`config.mk`:
```
export PLATFORM = sky130hd
export DESIGN_NAME = bubble_sort_engine
export DESIGN_NICKNAME = d
export VERILOG_FILES = /design/src/rtl/bubble_sort_engine.sv
export SDC_FILE = /design/constraint.sdc
export NUM_CORES = 1
export LEC_CHECK = 0
export CORE_ASPECT_RATIO = 0.7
export CORE_MARGIN = 3
export CORE_UTILIZATION = 62
export CTS_CLUSTER_DIAMETER = 100
export DETAILED_ROUTE_END_ITERATION = 12
export GPL_TIMING_DRIVEN = 0
export PLACE_DENSITY = 0.86
export RECOVER_POWER = 25
export SKIP_LAST_GASP = 1
export SYNTH_ARGS = -nofsm -noshare
export SYNTH_HDL_FRONTEND = slang
export SYNTH_SLANG_ARGS = --single-unit
```
`constraint.sdc`:
```
create_clock -name clk -period 5.6 [get_ports clk]
set_clock_uncertainty 0.2 [all_clocks]
set_input_delay 1.12 -clock clk [delete_from_list [all_inputs] [get_ports clk]]
set_output_delay 1.12 -clock clk [all_outputs]
set_load 0.05 [all_outputs]
```
`src/rtl/bubble_sort_engine.sv`:
```
// In-place bubble sort over a small register-file store: one adjacent pair per cycle, early exit on a swap-free pass.
// Optional macro BUBBLE_SORT_DESCENDING_EN selects descending order (default build sorts ascending, unsigned).
module bubble_sort_engine #(
    parameter int WIDTH = 4,
    parameter int DEPTH = 4,
    localparam int AW = $clog2(DEPTH)
) (
    input  logic             clk,
    input  logic             reset,
    input  logic             clr,
    input  logic             write,
    input  logic [WIDTH-1:0] writedata,
    input  logic             start,
    input  logic [AW-1:0]    readaddr,
    output logic [WIDTH-1:0] readdata,
    output logic             busy,
    output logic             done
);

    typedef enum logic [1:0] {
        IDLE    = 2'd0,
        COMPARE = 2'd1,
        DONE    = 2'd2
    } state_t;

    localparam logic [AW-1:0] L_INIT = AW'(DEPTH - 2);
    localparam logic [AW-1:0] LAST   = AW'(DEPTH - 1);
    localparam logic [AW-1:0] ONE    = AW'(1);
    localparam logic [AW-1:0] ZERO   = AW'(0);

    // True when the pair (a, b) must be exchanged; equal values never swap.
    function automatic logic out_of_order(input logic [WIDTH-1:0] a, input logic [WIDTH-1:0] b);
`ifdef BUBBLE_SORT_DESCENDING_EN
        return (a < b);
`else
        return (a > b);
`endif
    endfunction

    logic [WIDTH-1:0] mem_r [DEPTH];
    logic [AW-1:0]    wr_ptr_r;
    logic [AW-1:0]    j_r;
    logic [AW-1:0]    lim_r;
    logic             swapped_r;
    logic             busy_r;
    logic             done_r;
    state_t           state_r;
    state_t           next_state_s;

    logic             accept_s;
    logic             wr_en_s;
    logic             start_en_s;
    logic [AW-1:0]    j_next_s;
    logic [WIDTH-1:0] elem_a_s;
    logic [WIDTH-1:0] elem_b_s;
    logic             swap_s;
    logic             pass_end_s;
    logic             finish_s;

    // Command qualification and compare-slot decode for the current cycle.
    always_comb begin
        accept_s   = (state_r == IDLE) || (state_r == DONE);
        wr_en_s    = accept_s && write && !clr;
        start_en_s = accept_s && start && !clr;
        j_next_s   = j_r + ONE;
        elem_a_s   = mem_r[j_r];
        elem_b_s   = mem_r[j_next_s];
        swap_s     = (state_r == COMPARE) && out_of_order(elem_a_s, elem_b_s);
        pass_end_s = (state_r == COMPARE) && (j_r == lim_r);
        finish_s   = pass_end_s && (!(swapped_r || swap_s) || (lim_r == ZERO));
    end

    // Next-state logic; clr overrides every other command.
    always_comb begin
        next_state_s = state_r;
        if (clr) begin
            next_state_s = IDLE;
        end else begin
            case (state_r)
                IDLE: begin
                    if (start_en_s) next_state_s = COMPARE;
                    else            next_state_s = IDLE;
                end
                COMPARE: begin
                    if (finish_s) next_state_s = DONE;
                    else          next_state_s = COMPARE;
                end
                DONE: begin
                    if (start_en_s)   next_state_s = COMPARE;
                    else if (wr_en_s) next_state_s = IDLE;
                    else              next_state_s = DONE;
                end
                default: next_state_s = IDLE;
            endcase
        end
    end

    // State register with status flags registered from the next state.
    always_ff @(posedge clk or posedge reset) begin
        if (reset) begin
            state_r <= IDLE;
            busy_r  <= 1'b0;
            done_r  <= 1'b0;
        end else begin
            state_r <= next_state_s;
            busy_r  <= (next_state_s == COMPARE);
            done_r  <= (next_state_s == DONE);
        end
    end

    // Element store, load pointer and pass bookkeeping.
    always_ff @(posedge clk or posedge reset) begin
        if (reset) begin
            for (int i = 0; i < DEPTH; i++) mem_r[i] <= {WIDTH{1'b0}};
            wr_ptr_r  <= ZERO;
            j_r       <= ZERO;
            lim_r     <= L_INIT;
            swapped_r <= 1'b0;
        end else if (clr) begin
            for (int i = 0; i < DEPTH; i++) mem_r[i] <= {WIDTH{1'b0}};
            wr_ptr_r  <= ZERO;
            j_r       <= ZERO;
            lim_r     <= L_INIT;
            swapped_r <= 1'b0;
        end else begin
            if (wr_en_s) begin
                mem_r[wr_ptr_r] <= writedata;
                wr_ptr_r        <= (wr_ptr_r == LAST) ? ZERO : (wr_ptr_r + ONE);
            end
            if (start_en_s) begin
                j_r       <= ZERO;
                lim_r     <= L_INIT;
                swapped_r <= 1'b0;
            end else if (state_r == COMPARE) begin
                if (swap_s) begin
                    mem_r[j_r]      <= elem_b_s;
                    mem_r[j_next_s] <= elem_a_s;
                end
                if (pass_end_s) begin
                    j_r       <= ZERO;
                    swapped_r <= 1'b0;
                    // The limit only shrinks when another pass follows.
                    if (!finish_s) lim_r <= lim_r - ONE;
                end else begin
                    j_r       <= j_next_s;
                    swapped_r <= swapped_r | swap_s;
                end
            end
        end
    end

    assign readdata = mem_r[readaddr];
    assign busy     = busy_r;
    assign done     = done_r;

endmodule

```
==> impl_metrics.tcl, run 1 <==
set metrics [dict create \
    io_buffers 16 \
    antenna_found_initial 0 \
    cp-end-kind "output port" \
    worst_pin_slew_ps 1030 \
    slew_violations 0 \
    cts-root-buf "clkbuf_8" \
    status "completed" \
    cp-endpoint "readdata[1]" \
    finalSetupViolations 0 \
    layout_min_cycle_time_ps 4350 \
    dpl.cell_count 231 \
    die_area_um2 3980 \
    clk_pin_slew_ps 100 \
    detail-route-antenna-nets 0 \
    cts_setup_buffers 0 \
    post-route-util_pct 77.1 \
    ff2ff_path_depth 13 \
    route.detailed.drc 0 \
    grt_max_degree 28 \
    synth_nets 203 \
    layout_common_cells "dfrtp_1 (26), mux2i_1 (17), a22oi_1 (16), o22ai_1 (16), clkdlybuf4s50_1 (14)" \
    cp_max_fo 4 \
    worstReg2RegStart "j_r[0]" \
    postCtsHoldBufs 0 \
    startpoint_type "primary input" \
    worstPathArrival_ps 3030 \
    finalNonFillerCells 235 \
    startpoint "readaddr[0]" \
    grtUsageTotal_pct 29.0 \
    multiInputGateArea_um2 1240 \
    finalPower_uw 434 \
    dieWidth_um 74.2 \
    critical_path_required_ps 4280 \
    nets 224 \
    synth_area_per_cell_um2 11.3 \
    max_slew_margin_pct 31.0 \
    ys_types 36 \
    dp_hpwl_um 3860 \
    post-place-ws_ps 1240 \
    fin_area_um2 2270 \
    drtIter0Drc 118 \
    hold_path.class "flip-flop to flip-flop" \
    setup.worst_path.class "primary input to output port" \
    synth_area_um2 2020 \
    layout_commonest_cell "dfrtp_1" \
    drtPass1Iterations 4 \
    clkSinkCount 27 \
    grt_setup_unrepaired "false" \
    wl_um 5040 \
    grt-ovfl-total 0 \
    tns_ps 0 \
    drive_gt1_share_pct 14.1 \
    rrSetupSlack_ps 2020 \
    place_area_um2 2220 \
    hold_viol 0 \
    synth_top_cell_by_area "dfrtp_1" \
    tritoncts "yes" \
    async_flop_share_pct 100 \
    fillers 190 \
    maxCapViolCount 0 \
    synth_ff_type "dfrtp_1" \
    yosysWarnings 0 \
    ctsResizeCount 0 \
    htreeDepth 1 \
    hold_slack_ps 377 \
    viasPerCell 6.90 \
    finalCritPeriodShare_pct 77.7 \
    vias 1621 \
    clockBufferDepth 2 \
    initial_core_util_pct 68.5 \
    gp_congestion 0.913 \
    final-seq-area_um2 677 \
    wl_per_cell_um 21.4 \
    fmax_mhz 230 \
    grt_pass1_vias 1639 \
    synth_area_leaders "dfrtp_1 (32%), mux2i_1 (8.4%), ha_1 (8.1%)" \
    grt_pass1_wl_um 8360 \
    leakage_nw 1.04 \
    syn_inst 179 \
    fin_ws_ps 1250 \
    syn_to_final_growth_pct 12.5 \
    synth_top_area_share_pct 32.3 \
    core_area_um2 2940 \
    synth.ff_latch_count 27 \
    peakVddDrop_mv 0.216 \
    clkLatencyLatePin_ps 280 \
    die_y_um 53.7 \
    synth_edf_count 0 \
    power_density_nw_per_um2 191 \
    ys_seq_area_share_pct 33.6 \
    r2r-end "mem_r[7]" \
    antennaDiodeCount 0 \
    rows 16 \
    numCtsBuffers 3 \
    io_pins 17 \
]
## cells by family (layout without fill, tap and decap cells)
logic type                 after synthesis  after routing  synth area share (%)
xor gates and xnor gates                 3              3                  1.30
adders and majority gates               13             13                  8.06
buffers and inverters                   19             39                  5.09
DFF                                     27             27                  33.6
muxes                                   29             29                  22.8
and+or+nand+nor                         36             36                  9.74
AOI/OAI and AO/OA                       52             52                  19.5
## cells in the mapped netlist, types with 3 or more instances
library cell / count
xnor2_1: 3
o22ai_1: 16
a21o_1: 4
dfrtp_1: 26
a22oi_1: 16
nand2b_1: 4
a211oi_1: 3
buf_6: 4
nor2b_1: 5
mux4_1: 5
or2_2: 4
mux2i_1: 17
nand2_1: 6
ha_1: 13
nor2_1: 6
inv_1: 12
a21oi_1: 5
mux4_2: 7
## worst max-delay path: stages
cell and delay (ps):
clkdlybuf4s50_1 640, mux4_2 560, clkdlybuf4s50_1 720
## state kept, by name, summed over array words and instances (netlist names)
signal	count
wr_ptr_r	2
j_r	2
swapped_r	1
done	1
lim_r	2
mem_r	16
busy	1
state_r	2
## per-layer routing
layer / vias to the layer above / routed length, um / track usage, % / part of all wire [%]
met3: 13 / 634 / 11.6 / 13
met5: - / 0 / 0 / 0
li1: 727 / - / - / -
met1: 780 / 2100 / 39.8 / 42
met4: 0 / 90 / 7.23 / 1.8
met2: 101 / 2210 / 42.9 / 44
## how the worst min path moves through the flow
stage / cells after the start / to / slack, ps / startpoint
2_1_floorplan: 2 / lim_r[1] / 330 / lim_r[1]
3_3_place_gp: 2 / lim_r[1] / 340 / lim_r[1]
3_5_place_dp: 2 / lim_r[1] / 360 / lim_r[1]
4_1_cts: 2 / lim_r[1] / 370 / lim_r[1]
5_1_grt: 2 / lim_r[1] / 390 / lim_r[1]
6_report: 2 / lim_r[1] / 380 / lim_r[1]
## cell type report
class,instances,area share [%]
repair buffers,16,7.06
inverters,12,1.99
clock inverters,1,0.221
flip-flops and latches,27,29.8
clock buffers,3,1.82
plain buffers,7,2.54
well taps,36,1.99
multi-input cells,133,54.6
## power by group
group          internal (mW)  total, mW  switching [mW]  leakage, nW
Sequential             0.201      0.208         0.00700        0.369
Clock                 0.0501      0.115          0.0648       0.0255
Combinational         0.0466      0.111          0.0645        0.644
Total                  0.298      0.434           0.136         1.04
Note: power is estimated with default switching activity, not from simulation.
==> inputs of run 2 (changes only) <==
--- a/config.mk
+++ b/config.mk
@@ -7,11 +7,11 @@
 export LEC_CHECK = 0
 export CORE_ASPECT_RATIO = 0.7
 export CORE_MARGIN = 3
-export CORE_UTILIZATION = 62
+export CORE_UTILIZATION = 52
 export CTS_CLUSTER_DIAMETER = 100
 export DETAILED_ROUTE_END_ITERATION = 12
 export GPL_TIMING_DRIVEN = 0
-export PLACE_DENSITY = 0.86
+export PLACE_DENSITY = 0.77
 export RECOVER_POWER = 25
 export SKIP_LAST_GASP = 1
 export SYNTH_ARGS = -nofsm -noshare
==> constraint.sdc (replaced) <==
create_clock -name clk -period 3.7 [get_ports clk]
set_clock_uncertainty 0.2 [all_clocks]
set_input_delay 0.74 -clock clk [delete_from_list [all_inputs] [get_ports clk]]
set_output_delay 0.74 -clock clk [all_outputs]
set_load 0.05 [all_outputs]
==> run 2 against run 1 <==
Sequential power up 51%. First-iteration DRC count rose by 140%. Design area is 1.1% higher. Register-to-register slack worse by 1800 ps. Sequential cell count unchanged. Worst hold slack lost 10 ps. Critical path type unchanged. Critical endpoint unchanged.
==> impl_metrics.tcl, run 2 (synthesized netlist as in run 1, its figures left out) <==
set metrics [dict create \
    detail-route-antenna-nets 0 \
    io_buffers 16 \
    power_density_nw_per_um2 288 \
    cp_max_fo 4 \
    nets 224 \
    worstPathArrival_ps 2670 \
    finalPower_uw 660 \
    worst_pin_slew_ps 1060 \
    maxCapViolCount 0 \
    clk_pin_slew_ps 100 \
    hold_path.class "flip-flop to flip-flop" \
    grtUsageTotal_pct 22.8 \
    clkLatencyLatePin_ps 280 \
    p_seq_share_pct 47.7 \
    tritoncts "yes" \
    gp_congestion 0.937 \
    tns_ps 0 \
    antennaDiodeCount 0 \
    io_pins 17 \
    max_flop_register "mem_r" \
    die_y_um 58.1 \
    grt_max_degree 28 \
    initial_core_util_pct 55.6 \
    die_area_um2 4670 \
    wl_um 4870 \
    layout_common_cells "dfrtp_1 (25), mux2i_1 (17), a22oi_1 (16), o22ai_1 (16), clkdlybuf4s50_1 (14)" \
    drive_gt1_share_pct 15.1 \
    dieWidth_um 80.4 \
    status "completed" \
    combPwrFrac_pct 25.5 \
    grt_pass1_vias 1638 \
    layout_commonest_cell "dfrtp_1" \
    clkPwrFrac_pct 26.8 \
    numCtsBuffers 3 \
    drtPass1Iterations 5 \
    finalSetupViolations 0 \
    max_slew_margin_pct 29.3 \
    antenna_found_initial 0 \
    dp_hpwl_um 3830 \
    hold_viol 0 \
    cell_internal_pwr_uw 453 \
    switching_power_uw 208 \
    largest_reg_flops 16 \
    finalCritPeriodShare_pct 97.5 \
    leakage_nw 1.03 \
    setup.worst_path.class "primary input to output port" \
    syn_to_final_growth_pct 13.7 \
    cp-end-kind "output port" \
    rows 18 \
    slew_violations 0 \
    grt_pass1_wl_um 8140 \
    peakVddDrop_mv 0.269 \
    route.detailed.drc 0 \
    grt-ovfl-total 0 \
    cts-root-buf "clkbuf_8" \
    vias 1613 \
    grt_setup_unrepaired "false" \
    critical_path_required_ps 2760 \
    clockBufferDepth 2 \
    drtIter0Drc 280 \
    layout_min_cycle_time_ps 3610 \
    wl_per_cell_um 19.6 \
    swShare_pct 31.4 \
    core_area_um2 3630 \
    htreeDepth 1 \
    viasPerCell 6.48 \
    fmax_mhz 277 \
    startpoint_type "primary input" \
    clkSinkCount 27 \
]
## run 2: changes by cell type in the layout (fill, tap and decap cells not counted)
cell,previous run,this run
a21oi_1,5,4
clkinv_2,1,0
dfrtp_1,26,25
clkinvlp_4,0,1
dfrtp_2,0,1
a21oi_2,1,2
## run 2: worst max-delay path, cell delays in order
cell	delay, ps
clkdlybuf4s50_1	660
mux4_2	550
clkdlybuf4s50_1	710
## run 2: power by group through the flow
| stage | combinational [mW] | clock (mW) | sequential [mW] |
|---|---|---|---|
| global route | 0.183 | 0.194 | 0.317 |
| floorplan | 0.117 | 0 | 0.321 |
| detailed placement | 0.166 | 0 | 0.320 |
| global placement | 0.160 | 0 | 0.319 |
| CTS | 0.166 | 0.181 | 0.315 |
| finish | 0.169 | 0.177 | 0.315 |
## run 2: layer usage
metal	part of all wire [%]	wire length [um]	up-vias	global-route usage (%)
met5	0	0	-	0
li1	-	-	732	-
met3	9.3	451	9	6.37
met1	44	2160	791	32.8
met2	45	2210	81	35.4
met4	1.0	50	0	3.86
## run 2: final timing paths
| check | end | slack, ps | start | cells after the start |
|---|---|---|---|---|
| max in group asynchronous | j_r[0] | 1650 | reset | 2 |
| worst min register to register | lim_r[1] | 370 | lim_r[1] | 2 |
| worst min-delay path | lim_r[1] | 370 | lim_r[1] | 2 |
| worst max-delay path | readdata[1] | 90 | readaddr[0] | 3 |
| min in group asynchronous | j_r[1] | 950 | reset | 2 |
| worst max register to register | mem_r[9] | 210 | j_r[0] | 14 |
## run 2: timing repair
| action | 4_1_cts | 5_1_grt |
|---|---|---|
| hold buffers | 0 | 0 |
| endpoints found under the setup margin | 0 | 10 |
| buffers inserted | 0 | 0 |
| resized for setup | 0 | 2 |
## run 2: layout make-up
class / count / area [um^2]
fill: 279 / 1330
sequential: 27 / 678
buffer: 7 / 57.6
multi-input combinational: 133 / 1240
timing repair buffer: 16 / 160
clock buffer: 3 / 41.3
tap: 50 / 62.6
clock inverter: 1 / 7.51
inverter: 12 / 45.0
## run 2: per-stage QoR
stage	std cells	area [um^2]	utilization [%]	hold slack, ps	setup WS (ps)
after floorplan	179	2020	-	330	553
after global placement	245	2240	61.8	342	95.3
after detailed placement	245	2240	61.8	359	85.0
after CTS	249	2290	63.1	373	85.0
after global routing	249	2290	63.3	426	31.5
final	249	2290	63.3	367	91.2
==> inputs of run 3 (changes only) <==
--- a/config.mk
+++ b/config.mk
@@ -13,7 +13,6 @@
 export GPL_TIMING_DRIVEN = 0
 export PLACE_DENSITY = 0.77
 export RECOVER_POWER = 25
-export SKIP_LAST_GASP = 1
 export SYNTH_ARGS = -nofsm -noshare
 export SYNTH_HDL_FRONTEND = slang
 export SYNTH_SLANG_ARGS = --single-unit
==> results of run 3 <==
No change in the layout: final DEF, timing and power equal those of run 2.
